## src/rtl/fw_pkg.sv

```systemverilog
// Shared constants and types for the fw output-stream drain.
package fw_pkg;

  localparam int unsigned DATA_W         = 64;
  localparam int unsigned ELEM_W         = 16;
  localparam int unsigned TILE_DIM       = 8;
  // 8x8 elements of ELEM_W bits packed DATA_W/ELEM_W per word -> 16 words
  localparam int unsigned WORDS_PER_TILE = TILE_DIM * TILE_DIM * ELEM_W / DATA_W;
  localparam int unsigned TILE_CNT_W     = 8;
  localparam int unsigned ADDR_W         = $clog2(WORDS_PER_TILE);

  typedef logic [DATA_W-1:0] fw_word_t;

  typedef enum logic [1:0] {
    IDLE,
    LOAD,
    STREAM
  } drain_state_t;

endpackage

```

## src/rtl/fw_tile_bank.sv

```systemverilog
// Ping-pong tile storage: 2 banks x WORDS_PER_TILE words, addressed by
// {bank, word}. Synchronous write, synchronous registered read; the read
// register holds its value whenever no read is issued.
module fw_tile_bank
  import fw_pkg::*;
(
  input  logic            i_clk,
  input  logic            i_rst,
  input  logic            i_we,
  input  logic [ADDR_W:0] i_waddr,
  input  fw_word_t        i_wdata,
  input  logic            i_re,
  input  logic [ADDR_W:0] i_raddr,
  output fw_word_t        o_rdata
);

  fw_word_t r_mem [2*WORDS_PER_TILE];
  fw_word_t r_rdata;

  // Storage array write port (no reset on the array itself).
  always_ff @(posedge i_clk) begin
    if (i_we) r_mem[i_waddr] <= i_wdata;
  end

  // Registered read port; cleared by reset so the stream output reads 0.
  always_ff @(posedge i_clk or posedge i_rst) begin
    if (i_rst)     r_rdata <= '0;
    else if (i_re) r_rdata <= r_mem[i_raddr];
  end

  assign o_rdata = r_rdata;

endmodule

```

## src/rtl/fw_tile_drain.sv

```systemverilog
// Receives fw result words into ping-pong tile banks and streams each
// completed tile to a valid/ready consumer, throttling fw via inhibit.
module fw_tile_drain
  import fw_pkg::*;
(
  input  logic                  clk,
  input  logic                  reset,
  input  logic [DATA_W-1:0]     inD,
  input  logic                  in_valid,
  output logic                  inhibit,
  output logic [DATA_W-1:0]     outD,
  output logic                  out_valid,
  input  logic                  out_ready,
  output logic                  out_last,
  output logic [ADDR_W-1:0]     out_addr,
  output logic [TILE_CNT_W-1:0] out_tile,
  output logic                  overflow
);

  localparam logic [ADDR_W-1:0] LAST_ADDR = ADDR_W'(WORDS_PER_TILE - 1);

  drain_state_t          r_state;
  logic [1:0]            r_full;
  logic                  r_wr_bank;
  logic                  r_rd_bank;
  logic [ADDR_W-1:0]     r_wr_ptr;
  logic [ADDR_W-1:0]     r_rd_addr;
  logic                  r_out_valid;
  logic [TILE_CNT_W-1:0] r_tile;
  logic                  r_overflow;

  logic                  w_hs;
  logic                  w_last;
  logic                  w_release;
  logic                  w_wr_free;
  logic                  w_we;
  logic                  w_drop;
  logic                  w_wr_done;
  logic                  w_re;
  logic [ADDR_W:0]       w_raddr;
  fw_word_t              w_rdata;

  assign w_hs      = r_out_valid && out_ready;
  assign w_last    = r_out_valid && (r_rd_addr == LAST_ADDR);
  assign w_release = w_hs && w_last;
  // A full write bank still takes a word if the reader frees it this edge.
  assign w_wr_free = !r_full[r_wr_bank] || (w_release && (r_rd_bank == r_wr_bank));
  assign w_we      = in_valid && w_wr_free;
  assign w_drop    = in_valid && !w_wr_free;
  assign w_wr_done = w_we && (r_wr_ptr == LAST_ADDR);

  // Read address: word 0 in LOAD, next word on each non-final handshake.
  always_comb begin
    w_re    = 1'b0;
    w_raddr = {r_rd_bank, r_rd_addr};
    if (r_state == LOAD) begin
      w_re    = 1'b1;
      w_raddr = {r_rd_bank, {ADDR_W{1'b0}}};
    end else if ((r_state == STREAM) && w_hs && !w_last) begin
      w_re    = 1'b1;
      w_raddr = {r_rd_bank, r_rd_addr + 1'b1};
    end
  end

  fw_tile_bank u_bank (
    .i_clk   (clk),
    .i_rst   (reset),
    .i_we    (w_we),
    .i_waddr ({r_wr_bank, r_wr_ptr}),
    .i_wdata (inD),
    .i_re    (w_re),
    .i_raddr (w_raddr),
    .o_rdata (w_rdata)
  );

  // Write pointer/bank advance and sticky overflow on dropped words.
  always_ff @(posedge clk or posedge reset) begin
    if (reset) begin
      r_wr_bank  <= 1'b0;
      r_wr_ptr   <= '0;
      r_overflow <= 1'b0;
    end else begin
      if (w_we) begin
        if (w_wr_done) begin
          r_wr_ptr  <= '0;
          r_wr_bank <= !r_wr_bank;
        end else begin
          r_wr_ptr  <= r_wr_ptr + 1'b1;
        end
      end
      if (w_drop) r_overflow <= 1'b1;
    end
  end

  // Bank-full flags: set on the final write of a tile, cleared on release.
  always_ff @(posedge clk or posedge reset) begin
    if (reset) begin
      r_full <= '0;
    end else begin
      if (w_release) r_full[r_rd_bank] <= 1'b0;
      if (w_wr_done) r_full[r_wr_bank] <= 1'b1;
    end
  end

  // Read FSM: wait for a full bank, prime the read, then stream the tile.
  always_ff @(posedge clk or posedge reset) begin
    if (reset) begin
      r_state     <= IDLE;
      r_rd_bank   <= 1'b0;
      r_rd_addr   <= '0;
      r_out_valid <= 1'b0;
      r_tile      <= '0;
    end else begin
      case (r_state)
        IDLE: begin
          if (r_full[r_rd_bank]) r_state <= LOAD;
        end
        LOAD: begin
          r_rd_addr   <= '0;
          r_out_valid <= 1'b1;
          r_state     <= STREAM;
        end
        STREAM: begin
          if (w_hs) begin
            if (w_last) begin
              r_out_valid <= 1'b0;
              r_rd_addr   <= '0;
              r_rd_bank   <= !r_rd_bank;
              r_tile      <= r_tile + 1'b1;
              r_state     <= r_full[!r_rd_bank] ? LOAD : IDLE;
            end else begin
              r_rd_addr   <= r_rd_addr + 1'b1;
            end
          end
        end
        default: r_state <= IDLE;
      endcase
    end
  end

  assign inhibit   = r_full[r_wr_bank];
  assign outD      = w_rdata;
  assign out_valid = r_out_valid;
  assign out_last  = w_last;
  assign out_addr  = r_rd_addr;
  assign out_tile  = r_tile;
  assign overflow  = r_overflow;

endmodule

```

## config.mk

```make
export PLATFORM = sky130hd
export DESIGN_NAME = fw_tile_drain
export DESIGN_NICKNAME = d
export VERILOG_FILES = /design/src/rtl/fw_pkg.sv /design/src/rtl/fw_tile_bank.sv /design/src/rtl/fw_tile_drain.sv
export SDC_FILE = /design/constraint.sdc
export NUM_CORES = 2
export LEC_CHECK = 0
export ABC_AREA = 0
export BUFFER_PORTS_ARGS = -buffer_cell sky130_fd_sc_hd__buf_2
export CAP_MARGIN = 0
export CORE_ASPECT_RATIO = 1.75
export CORE_MARGIN = 10
export CORE_UTILIZATION = 40
export DETAILED_ROUTE_END_ITERATION = 7
export SYNTH_ARGS = -nofsm -noshare
export SYNTH_HDL_FRONTEND = slang
export SYNTH_HIERARCHICAL = 1
export SYNTH_SLANG_ARGS = --single-unit
```

## constraint.sdc

```tcl
create_clock -name clk -period 5.67 [get_ports clk]
set_input_delay 0.2835 -clock clk [delete_from_list [all_inputs] [get_ports clk]]
set_output_delay 0.2835 -clock clk [all_outputs]
set_load 0.01 [all_outputs]
```

==> impl_metrics.yaml <==
run_status:
  outcome: "finished clean"
cts:
  cts_tree: "done"
  cts_made_buffers: 184
  htree_levels: 4
  clock_latency_ns: 0.86
  post_cts.repair.setup_buffers: 0
  cts.repair.resized: 0
  cts_root_buffer: "clkbuf_16"
  cts_sinks: 2136
  cts_buffer_depth: 4
  clk_pin_slew_ns: 0.07
die:
  ios: 148
  initial_core_util_pct: 40.2
  dieArea_sq_um: 220000
  dieWidth_microns: 359
  core_area_sq_um: 200000
  num_rows: 217
  die_h_microns: 613
placement:
  gp_congestion: 0.745
  pre_cts_ws_ns: 1.35
  dp_hpwl_mm: 118
  dpl_cell_area_sq_um: 85600
  port_buffers: 147
  placedCellCount: 6194
synth:
  ys.flop_type: "edfxtp_1"
  synth_async_sr_flop_share_pct: 4.12
  syn_avg_cell_area_sq_um: 23.2
  syn_nets: 3539
  ys_seq_area_share_pct: 79.2
  synth-seq-cells: 2136
  synth_area_leader_cell: "edfxtp_1"
  ys_warn_count: 6
  synth_cell_types: 53
  synth_top_cell_area_share_pct: 76.5
  yosys-top-cells-area: "edfxtp_1, mux4_2, dfrtp_1, a22oi_1, a221o_1"
  synth_edf_count: 2048
  netlist_instances: 3468
  syn_area_sq_um: 80400
timing:
  postLayoutSetupSlackWorst_ns: 1.36
  setup_viol: 0
  tightest_slew_ns: 1.23
  max_freq_ghz: 0.232
  finalCritPeriodShare_pct: 76.1
  relSlewSlack_pct: 18.0
  min_period_ns: 4.31
  rsz0062_at_grt: "false"
  finalMaxSlewViolations: 0
  fin_skew_ns: 0.0489
  finalSetupTns_ns: 0
  hold_viol: 0
power_and_ir_drop:
  internal_power_w: 0.0306
  switching_share_pct: 29.3
  powerDensity_nw_per_um2: 470
  power_switching_w: 0.0127
  pwr-share-comb_pct: 28.7
  p_clk_share_pct: 28.9
  ir_worst_vdd_mv: 0.386
  seqPwrFrac_pct: 42.4
  power.leakage_nw: 28.5
setup_path:
  startpoint_type: "flop"
  worst_ep_required_time_ns: 6.40
  path_max_fanout: 29
  startpoint: "out_addr[0]$_DFFE_PP0P_"
  crit_arrival_ns: 5.04
  criticalPathCategory: "flop to flop"
  timing.rr.start: "out_addr[0]$_DFFE_PP0P_"
  end_kind: "flop"
  r2r_cells: 12
global_route:
  grt_pass1_wl_mm: 313
  antenna_found_initial: 15
  grt_max_degree: 103
  grt_pass1_vias: 40721
  grt.total_usage_pct: 19.8
  grt_overflow: 0
finish:
  final_core_util_pct: 46.1
  stdcell_area_sq_um: 92200
  area_growth_pct: 14.7
  fin_cells: 6602
  drive_gt1_share_pct: 28.9
  nets: 3891
routing:
  vias: 39143
  viasPerCell: 5.93
  drt_iter0_markers: 3966
  detail_route.wl_per_cell_microns: 33.7
  drc: 0
  dr.pass1.iters: 6
  wl_mm: 222
  antenna_left: 0
run:
  cap_violations: 0
worst_hold_path:
  hold_path_class: "primary input to async pin"
## repair_timing
item	CTS	global route
hold buffers	68	0
setup endpoints to repair	0	0
hold endpoints to repair	2114	0
## worst paths after layout
check / endpoint / slack (ns)
worst max-delay path: u_bank/o_rdata[21]$_DFFE_PP0P_ / 1.36
worst min-delay path: u_bank/o_rdata[23]$_DFFE_PP0P_ / 0.22
worst max register to register: u_bank/o_rdata[21]$_DFFE_PP0P_ / 1.36
worst min register to register: out_tile[7]$_DFFE_PP0P_ / 0.46
max in group asynchronous: u_bank/o_rdata[45]$_DFFE_PP0P_ / 3.97
min in group clk: out_tile[7]$_DFFE_PP0P_ / 0.46
## layer usage
metal  vias up  GRT usage [%]  wire [microns]
li1      15606              -               -
met2      1482           36.2          120000
met4         4           6.24            7070
met1     21648           23.9           82500
met3       403           2.77           12800
met5         -              0              27
## kinds of logic after synthesis
group           count (synthesis)  share of synthesized area [%]
compound gates                366                           3.34
simple gates                  200                           1.21
xor+xnor                       11                          0.120
buf+inv                       204                           1.25
flops                        2136                           79.2
fa+ha+maj                       3                         0.0467
mux                           548                           14.8
## worst max-delay path, stage by stage, from the launching register on
cell and delay [ns]:
dfrtp_1 0.45, ha_1 0.30, nand4_4 0.16, inv_1 0.09, nor2_1 0.28, xnor2_1 0.15
nor2_4 0.72, buf_12 0.36, buf_12 0.30, mux4_2 0.55, a22oi_1 0.36, nand2_1 0.10
a221o_1 0.33
## state kept, by name, summed over array words and instances (netlist names)
name,flops
out_addr,4
out_tile,8
out_valid,1
overflow,1
r_full,2
r_rd_bank,1
r_state,2
r_wr_bank,1
r_wr_ptr,4
u_bank/o_rdata,64
u_bank/r_mem,2048
## area by class of cell
| class | count | area (sq um) |
|---|---|---|
| flip-flops and latches | 2136 | 63700 |
| diodes | 7 | 17.5 |
| fillers | 16582 | 108000 |
| multi-input cells | 1128 | 16000 |
| clock inverters | 74 | 619 |
| repair buffers | 360 | 3190 |
| clock buffers | 259 | 5290 |
| inverters | 10 | 42.5 |
| well taps | 2628 | 3290 |
## power groups by stage
stage	clock network, W	logic (W)	registers [W]
final	0.0125	0.0124	0.0184
after global routing	0.0133	0.0132	0.0184
after CTS	0.0128	0.0126	0.0184
after detailed placement	0	0.0126	0.0187
after global placement	0	0.0125	0.0187
after floorplan	0	0.00844	0.0187
## cell usage in the layout, fill, tap and decap left out, drive strengths merged, types with 3 or more instances in the layout
cell type	instances
a31oi	3
a22oi	165
xor2	8
mux2i	16
mux4	512
ha	3
dfrtp	88
edfxtp	2048
nand3	9
mux2	20
nand2b	7
nand4	3
nand2	59
a211oi	17
nor2	61
bufinv	10
o21ai	5
nor3	21
buf	292
a221o	55
nand3b	6
inv	11
nor2b	16
o22ai	62
dlygate4sd3	68
xnor2	3
clkinv	59
or3b	3
clkinvlp	4
or3	3
and2	3
a21oi	47
clkbuf	259
diode	7
## cell usage after synthesis (all sizes together), types with 9 or more instances
library cell	count
a211oi	17
a21oi	47
a221o	55
a22oi	165
buf	101
clkbuf	93
dfrtp	88
edfxtp	2048
inv	10
mux2	20
mux2i	16
mux4	512
nand2	59
nand3	9
nor2	61
nor2b	16
nor3	21
o22ai	62
## metrics by stage
step | hold slack (ns) | power [W]
detailed placement | 0.446 | 0.0313
floorplan | 0.298 | 0.0271
finish | 0.217 | 0.0433
CTS | 0.244 | 0.0438
global route | 0.252 | 0.0449
global placement | 0.442 | 0.0312
Note: power is estimated with default switching activity, not from simulation.
